**src/rtl/com_tpram_pipe.sv**
```systemverilog
// com_tpram_pipe -- two-port (one write, one read) RAM with per-lane write
// strobes, write-first same-address read bypass, configurable read pipeline
// latency and an automatic/on-request memory clear sequence.
//
// Ports
//   clk        single clock for all logic
//   rst_n      asynchronous active-low reset (memory array is not reset)
//   wr_en      per-lane write enable, lane i covers wr_data[i*SUB_DW +: SUB_DW]
//   wr_addr    write address (addresses >= DEPTH are discarded)
//   wr_data    write data
//   rd_en      read request
//   rd_addr    read address (addresses >= DEPTH read back as zero)
//   rd_data    read data, RD_LAT cycles after rd_en; holds last valid value
//   rd_vld     rd_data carries a fresh read result this cycle
//   init_req   single-cycle pulse requesting a memory clear
//   init_busy  clear sequence in progress; user reads/writes are ignored
module com_tpram_pipe #(
  parameter int unsigned       DATA_W   = 32,
  parameter int unsigned       DEPTH    = 64,
  parameter int unsigned       STRB_W   = 1,
  parameter int unsigned       RD_LAT   = 1,
  parameter bit                INIT_EN  = 1'b1,
  parameter logic [DATA_W-1:0] INIT_VAL = '0,
  localparam int unsigned      ADDR_W   = $clog2(DEPTH)
) (
  input  logic              clk,
  input  logic              rst_n,
  input  logic [STRB_W-1:0] wr_en,
  input  logic [ADDR_W-1:0] wr_addr,
  input  logic [DATA_W-1:0] wr_data,
  input  logic              rd_en,
  input  logic [ADDR_W-1:0] rd_addr,
  output logic [DATA_W-1:0] rd_data,
  output logic              rd_vld,
  input  logic              init_req,
  output logic              init_busy
);

  localparam int unsigned       SUB_DW    = DATA_W / STRB_W;
  localparam logic [ADDR_W:0]   DEPTH_X   = (ADDR_W+1)'(DEPTH);
  localparam logic [ADDR_W-1:0] LAST_ADDR = ADDR_W'(DEPTH - 1);

  typedef enum logic {
    IDLE,
    INIT
  } state_t;

  state_t            state;
  logic [ADDR_W-1:0] init_cnt;
  logic              init_pend;

  logic [DATA_W-1:0] mem [DEPTH];

  logic              wr_ok;
  logic              rd_addr_ok;
  logic              s0_vld;
  logic [DATA_W-1:0] s0_dat;

  logic [RD_LAT-1:0] vld_q;
  logic [DATA_W-1:0] dat_q [RD_LAT];

  assign init_busy  = (state == INIT);
  assign wr_ok      = (state == IDLE) && ({1'b0, wr_addr} < DEPTH_X);
  assign rd_addr_ok = ({1'b0, rd_addr} < DEPTH_X);
  assign s0_vld     = (state == IDLE) && rd_en;

  // init_pend makes the post-reset clear start on the first edge after
  // release; it is consumed on that edge whether or not INIT_EN is set.
  always_ff @(posedge clk or negedge rst_n) begin
    if (!rst_n) begin
      state     <= IDLE;
      init_cnt  <= '0;
      init_pend <= INIT_EN;
    end else begin
      case (state)
        IDLE: begin
          init_pend <= 1'b0;
          if (init_req || init_pend) begin
            state    <= INIT;
            init_cnt <= '0;
          end
        end
        INIT: begin
          if (init_cnt == LAST_ADDR) begin
            state    <= IDLE;
            init_cnt <= '0;
          end else begin
            init_cnt <= init_cnt + ADDR_W'(1);
          end
        end
        default: begin
          state    <= IDLE;
          init_cnt <= '0;
        end
      endcase
    end
  end

  // Memory array: no reset, clear sequence has priority over user writes.
  always_ff @(posedge clk) begin
    if (state == INIT) begin
      mem[init_cnt] <= INIT_VAL;
    end else if (wr_ok) begin
      for (int unsigned i = 0; i < STRB_W; i++) begin
        if (wr_en[i]) begin
          mem[wr_addr][i*SUB_DW +: SUB_DW] <= wr_data[i*SUB_DW +: SUB_DW];
        end
      end
    end
  end

  // Read stage 0: write-first bypass per lane on an address match.
  always_comb begin
    s0_dat = '0;
    if (rd_addr_ok) begin
      s0_dat = mem[rd_addr];
      for (int unsigned i = 0; i < STRB_W; i++) begin
        if (wr_ok && wr_en[i] && (wr_addr == rd_addr)) begin
          s0_dat[i*SUB_DW +: SUB_DW] = wr_data[i*SUB_DW +: SUB_DW];
        end
      end
    end
  end

  // Every data stage only loads when its incoming valid is set, so the last
  // stage naturally holds the most recent valid result.
  always_ff @(posedge clk or negedge rst_n) begin
    if (!rst_n) begin
      vld_q <= '0;
      for (int unsigned k = 0; k < RD_LAT; k++) begin
        dat_q[k] <= '0;
      end
    end else begin
      vld_q[0] <= s0_vld;
      if (s0_vld) begin
        dat_q[0] <= s0_dat;
      end
      for (int unsigned k = 1; k < RD_LAT; k++) begin
        vld_q[k] <= vld_q[k-1];
        if (vld_q[k-1]) begin
          dat_q[k] <= dat_q[k-1];
        end
      end
    end
  end

  assign rd_vld  = vld_q[RD_LAT-1];
  assign rd_data = dat_q[RD_LAT-1];

endmodule
```
**config.mk**
```make
export PLATFORM = sky130hd
export DESIGN_NAME = com_tpram_pipe
export DESIGN_NICKNAME = d
export VERILOG_FILES = /design/src/rtl/com_tpram_pipe.sv
export SDC_FILE = /design/constraint.sdc
export NUM_CORES = 2
export LEC_CHECK = 0
export BUFFER_PORTS_ARGS = -buffer_cell sky130_fd_sc_hd__buf_2
export CAP_MARGIN = 20
export CORE_ASPECT_RATIO = 1.1
export CORE_MARGIN = 8
export CORE_UTILIZATION = 40
export DETAILED_ROUTE_END_ITERATION = 7
export RECOVER_POWER = 50
export SKIP_CTS_REPAIR_TIMING = 1
export SLEW_MARGIN = 5
export SYNTH_ARGS = -nofsm -noshare
export SYNTH_HDL_FRONTEND = slang
export SYNTH_SLANG_ARGS = --single-unit
```
**constraint.sdc**
```tcl
create_clock -name clk -period 3.16 [get_ports clk]
set_input_delay 0.158 -clock clk [delete_from_list [all_inputs] [get_ports clk]]
set_output_delay 0.158 -clock clk [all_outputs]
set_load 0.05 [all_outputs]
```
======== Word-level counts from Yosys, hierarchy flattened ========
Memory sizes are Yosys's and may differ from the RTL's. A register that Yosys moved wholly into a read port is not among the register bits.
Index checks and enable logic that the tools add are counted.
storage, ports and cells
  word-level logic and storage cells ...... 27
  bits of input ports ..................... 49
  memories kept ........................... 1
  RAM bits ................................ 2048
  bits in registers ....................... 9
  output and inout bits ................... 34
memories
  name  depth  width  read ports  clocked after memory_dff  wr ports  RTL line  text
  mem   64     32     1           1                         1         52        logic [DATA_W-1:0] mem [DEPTH];
operators by class
  muxes and demuxes ....................... 14
  add/subtract/negate cells ............... 1
  equal/unequal tests ..................... 2
  reduce and logical (&&, ||, !) cells .... 4
  bitwise logic cells ..................... 1
operators by type and width
  operator             count
  $mux 32              1
  $reduce_or 32->1     1
  $mux 6               3
  $pmux 6 s2           1
  $mux 1               8
  $add 6x1->6 const B  1
  $eq 6x6->1 const B   1
  $ne 2x1->1 const B   1
  $pmux 1 s2           1
  $logic_and 1x1->1    1
  $logic_not 1->1      1
  $logic_or 1x1->1     1
  $not 1->1            1

======== Depth between registers and ports, before layout ========
  depth after elaboration ................. 5
  depth in mapped cells ................... 13
  depth with buffers taken out ............ 7

======== Worst setup path before layout ========
Ideal clock, no wire load.
  path kind ............................... reg2reg
  start point ............................. register state, in the netlist init_busy
  end point ............................... memory mem[50][0], enable pin
  path buffers ............................ 2
  stages on the path, launching flop included .. 8
  slack ................................... -0.393 ns
  library setup time ...................... 0.421 ns
  data arrival time ....................... 3.132 ns
  data required time ...................... 2.739 ns
  period minus slack after synthesis ...... 3.553 ns
  cell sequence ........................... dfrtp_1 > nor2b_1 > buf_4 > clkbuf_1 > nor2_1 > a21oi_1 > nand3_1 > nor2_1
on the way
  word-level cells in the longest chain between the ends .. 4
  elaborated cells between the ends (all ways) .. 7
  classes of those cells .................. 6 x mux; 1 x reduce/logical
RTL lines
  item                                        RTL line  text
  start, declared                             48        state_t state;
  start signal, assigned                      71        state <= IDLE;
  start signal, assigned                      79        state <= INIT;
  start signal, assigned                      85        state <= IDLE;
  $mux 1                                      101       if (state == INIT) begin
  $mux 1 (not written as such)                106       mem[wr_addr][i*SUB_DW +: SUB_DW] <= wr_data[i*SUB_DW +: SUB_DW];
  $reduce_or 32->1 (no line)                  n/a
  $mux 6 (no line) or $mux 1 (tied branches)  n/a
  end, declared                               52
Parallel ways exist; a longest one is shown, timed or not.

======== Worst setup path in the final report ========
  start point ............................. register state, in the netlist init_busy
  end point ............................... memory mem[14][25], enable pin
The elaborated chain is that of the path after synthesis.

==> run metrics <==
outcome finished, violations left; violated checks max-capacitance violations, max-slew violations; hpwl dp 126800 µm; Post-Syn Area 80740 µm²; largest net degree at the start of global routing 66; GRT Total Usage 0.2003; Storage cell area 62530 µm²; clock network power share 0.358; multi-input logic area 17270 µm²; total grt overflow 0; # setup viols final 0; register area share after synthesis 0.7744; ranking of synthesized cells by area edfxtp_1 76%, mux4_2 8.7%, mux2i_1 5.1%; RSZ-0062 raised after global routing no; H-tree levels 4; IO Pins 83; Worst Skew 0.02311 ns; Die W 444.4 µm; DR iter-0 viols 4483; WL final 222100 µm; Sw Share 0.2541; TritonRoute pass-1 iters 5; synth warn 0; Post-synth EDFFs 2048; max-slew violation count 42; async set-reset flop share out of synthesis 0.01963; final hold viol count 0; Netlist cell types 59; period utilization 0.9305; vias per cell 5.835; Syn Nets 3977; Clock Path Buffers 3; DRC violations left 0; Initial Util 0.4011; CP max FO 15; Arrival @ worst endpoint 3.46 ns; setup tns final 0 ns; crit-path cells nor2b_4 > buf_4 > nor2_1 > a21oi_1 > buf_4 > nand2_1 > buf_2 > nor2_2 > buf_12; Crit path required time 3.68 ns; initial antenna violation count 12; Internal 0.04684 W; clock-pin slew on the worst setup and hold paths 0.07 ns; proportion of layout cells with a drive suffix above 1 0.2310; R2R Path Start init_busy; DP Area 87960 µm²; most frequent CP cell buf_4; CP Launch Point init_busy; Die ar. 216500 µm²; Worst path slowest cell nor2_2; Comb power frac 0.117; Min Hold Slack 0.02064 ns; Max Clk Rate 340.1 MHz; WS Path Type flip-flop to flip-flop; Avg WL per Cell 31.34 µm; sequential share of power 0.525; slowest stage delay, CP 0.72 ns; Area Growth Syn to Fin 15.54%; vias in the first global route 41673; Main synth FF type edfxtp_1; P per Cell Area 673.2 nW/µm²; clk sinks 2089; Reg2Reg Depth 9; commonest non-fill, non-tap cell in the layout edfxtp_1; CTS tree done; IO Port Bufs 82; MaxCap Viol Count 2; post-route ant nets 0; first-pass GRT wire length 313000 µm; Max-Slew Margin vs Limit -0.1279; Final nets 4349; Yosys top cell by area edfxtp_1; Fillers 16687; Mean Syn Cell Area 20.56 µm²; crit end category flip-flop; num rows 173; Worst VDD drop 0.0005783 V; most frequent cells in the layout 2048 x edfxtp_1, 408 x mux2i_1, 311 x mux4_2, 256 x a22oi_1, 197 x clkbuf_16; Post-Syn Instances 3927; Synth Register Bits 2089; Switching Power 0.01596 W; core area 201300 µm²; Via Count 41352; post-synth top area share 0.7617; Hold/Removal Path Class input pin to flip-flop; final non-filler cell area 93290 µm²; Leakage 31.11 nW; Worst-Margin Slew 1.692 ns; min-delay src wr_data[24]; Die Y 487.2 µm; reg2reg setup slack 0.22 ns; total CTS buffers 191; clock root buffer clkbuf_16; Hold Path Depth 4; CP Launch Type flip-flop; post-layout min period 2.940 ns; RePlAce Congestion 0.8055; clock latency on the worst-skew pair 0.82 ns
==> power groups by stage <==
stage	clock network, W	registers, W	logic (W)
global placement	0	0.0335	0.00774
floorplan	0	0.0339	0.00333
finish	0.0225	0.0329	0.00734
detailed placement	0	0.0335	0.00780
global route	0.0238	0.0331	0.00768
CTS	0.0228	0.0329	0.00781
==> cell families after synthesis <==
logic type,count (synthesis),share of synthesized area
flops,2089,0.7744
mux,746,0.1411
compound gates,498,0.04666
simple gates,341,0.02008
buf+inv,242,0.01644
xor+xnor,10,0.001178
fa+ha+maj,1,0.0001549
==> cell usage after synthesis (all sizes together) (8+ instances only) <==
cell type / count
edfxtp: 2048
o22ai: 16
mux4: 311
mux2i: 408
nand3: 106
a22oi: 256
and2: 35
dfrtp: 40
a31oi: 28
buf: 134
nor2b: 12
a32oi: 46
o21ai: 19
nor2: 105
nand2: 47
mux2: 27
nor3: 9
nand2b: 10
a21oi: 47
inv: 8
a41o: 47
clkbuf: 100
==> per-layer routing <==
metal	vias up	global-route usage	wire, µm
met5	-	0	59
met4	10	0.05604	6207
met3	326	0.03036	14240
met2	1505	0.3467	112800
met1	22302	0.2645	88880
li1	17209	-	-
==> metrics by stage <==
| stage | utilization | std cells | setup slack, ns | power [W] |
|---|---|---|---|---|
| final | 0.4634 | 7087 | 0.2197 | 0.06280 |
| after global routing | 0.4634 | 7085 | 0.1158 | 0.06453 |
| after CTS | 0.4671 | 7072 | 0.3781 | 0.06359 |
| after detailed placement | 0.4370 | 6720 | 0.2069 | 0.04131 |
| after global placement | 0.4370 | 6720 | 0.2002 | 0.04120 |
| after floorplan | - | 3927 | -0.3929 | 0.03728 |
==> flip-flops by register name, indices dropped and copies added (netlist names) <==
signal,flops
mem,2048
rd_data,32
init_cnt,6
init_pend,1
rd_vld,1
init_busy,1
==> path summary, 6_finish.rpt <==
check	end
max in group asynchronous	rd_data[25]
min	rd_data[24]
min in group asynchronous	init_pend
min reg2reg	init_pend
max reg2reg	mem[14][25]
max	mem[14][25]
==> critical path, delay by kind of cell (launching register included) <==
family | cells | cell delay (ns)
AND/OR/NAND/NOR | 4 | 1.10
buffers and inverters | 4 | 0.88
flip-flops | 1 | 0.47
AO/OA/AOI/OAI | 1 | 0.13
==> layout make-up <==
cell class                      instances  share of cell area
Timing Repair Buffer                  413             0.04407
Clock inverter                        102            0.009013
Multi-Input combinational cell       1596              0.1851
Tap cell                             2625             0.03521
Sequential cell                      2089              0.6702
Antenna cell                            4           0.0001073
Inverter                                8           0.0003219
Clock buffer                          250             0.05594
Power figures use the tool's default switching activity.
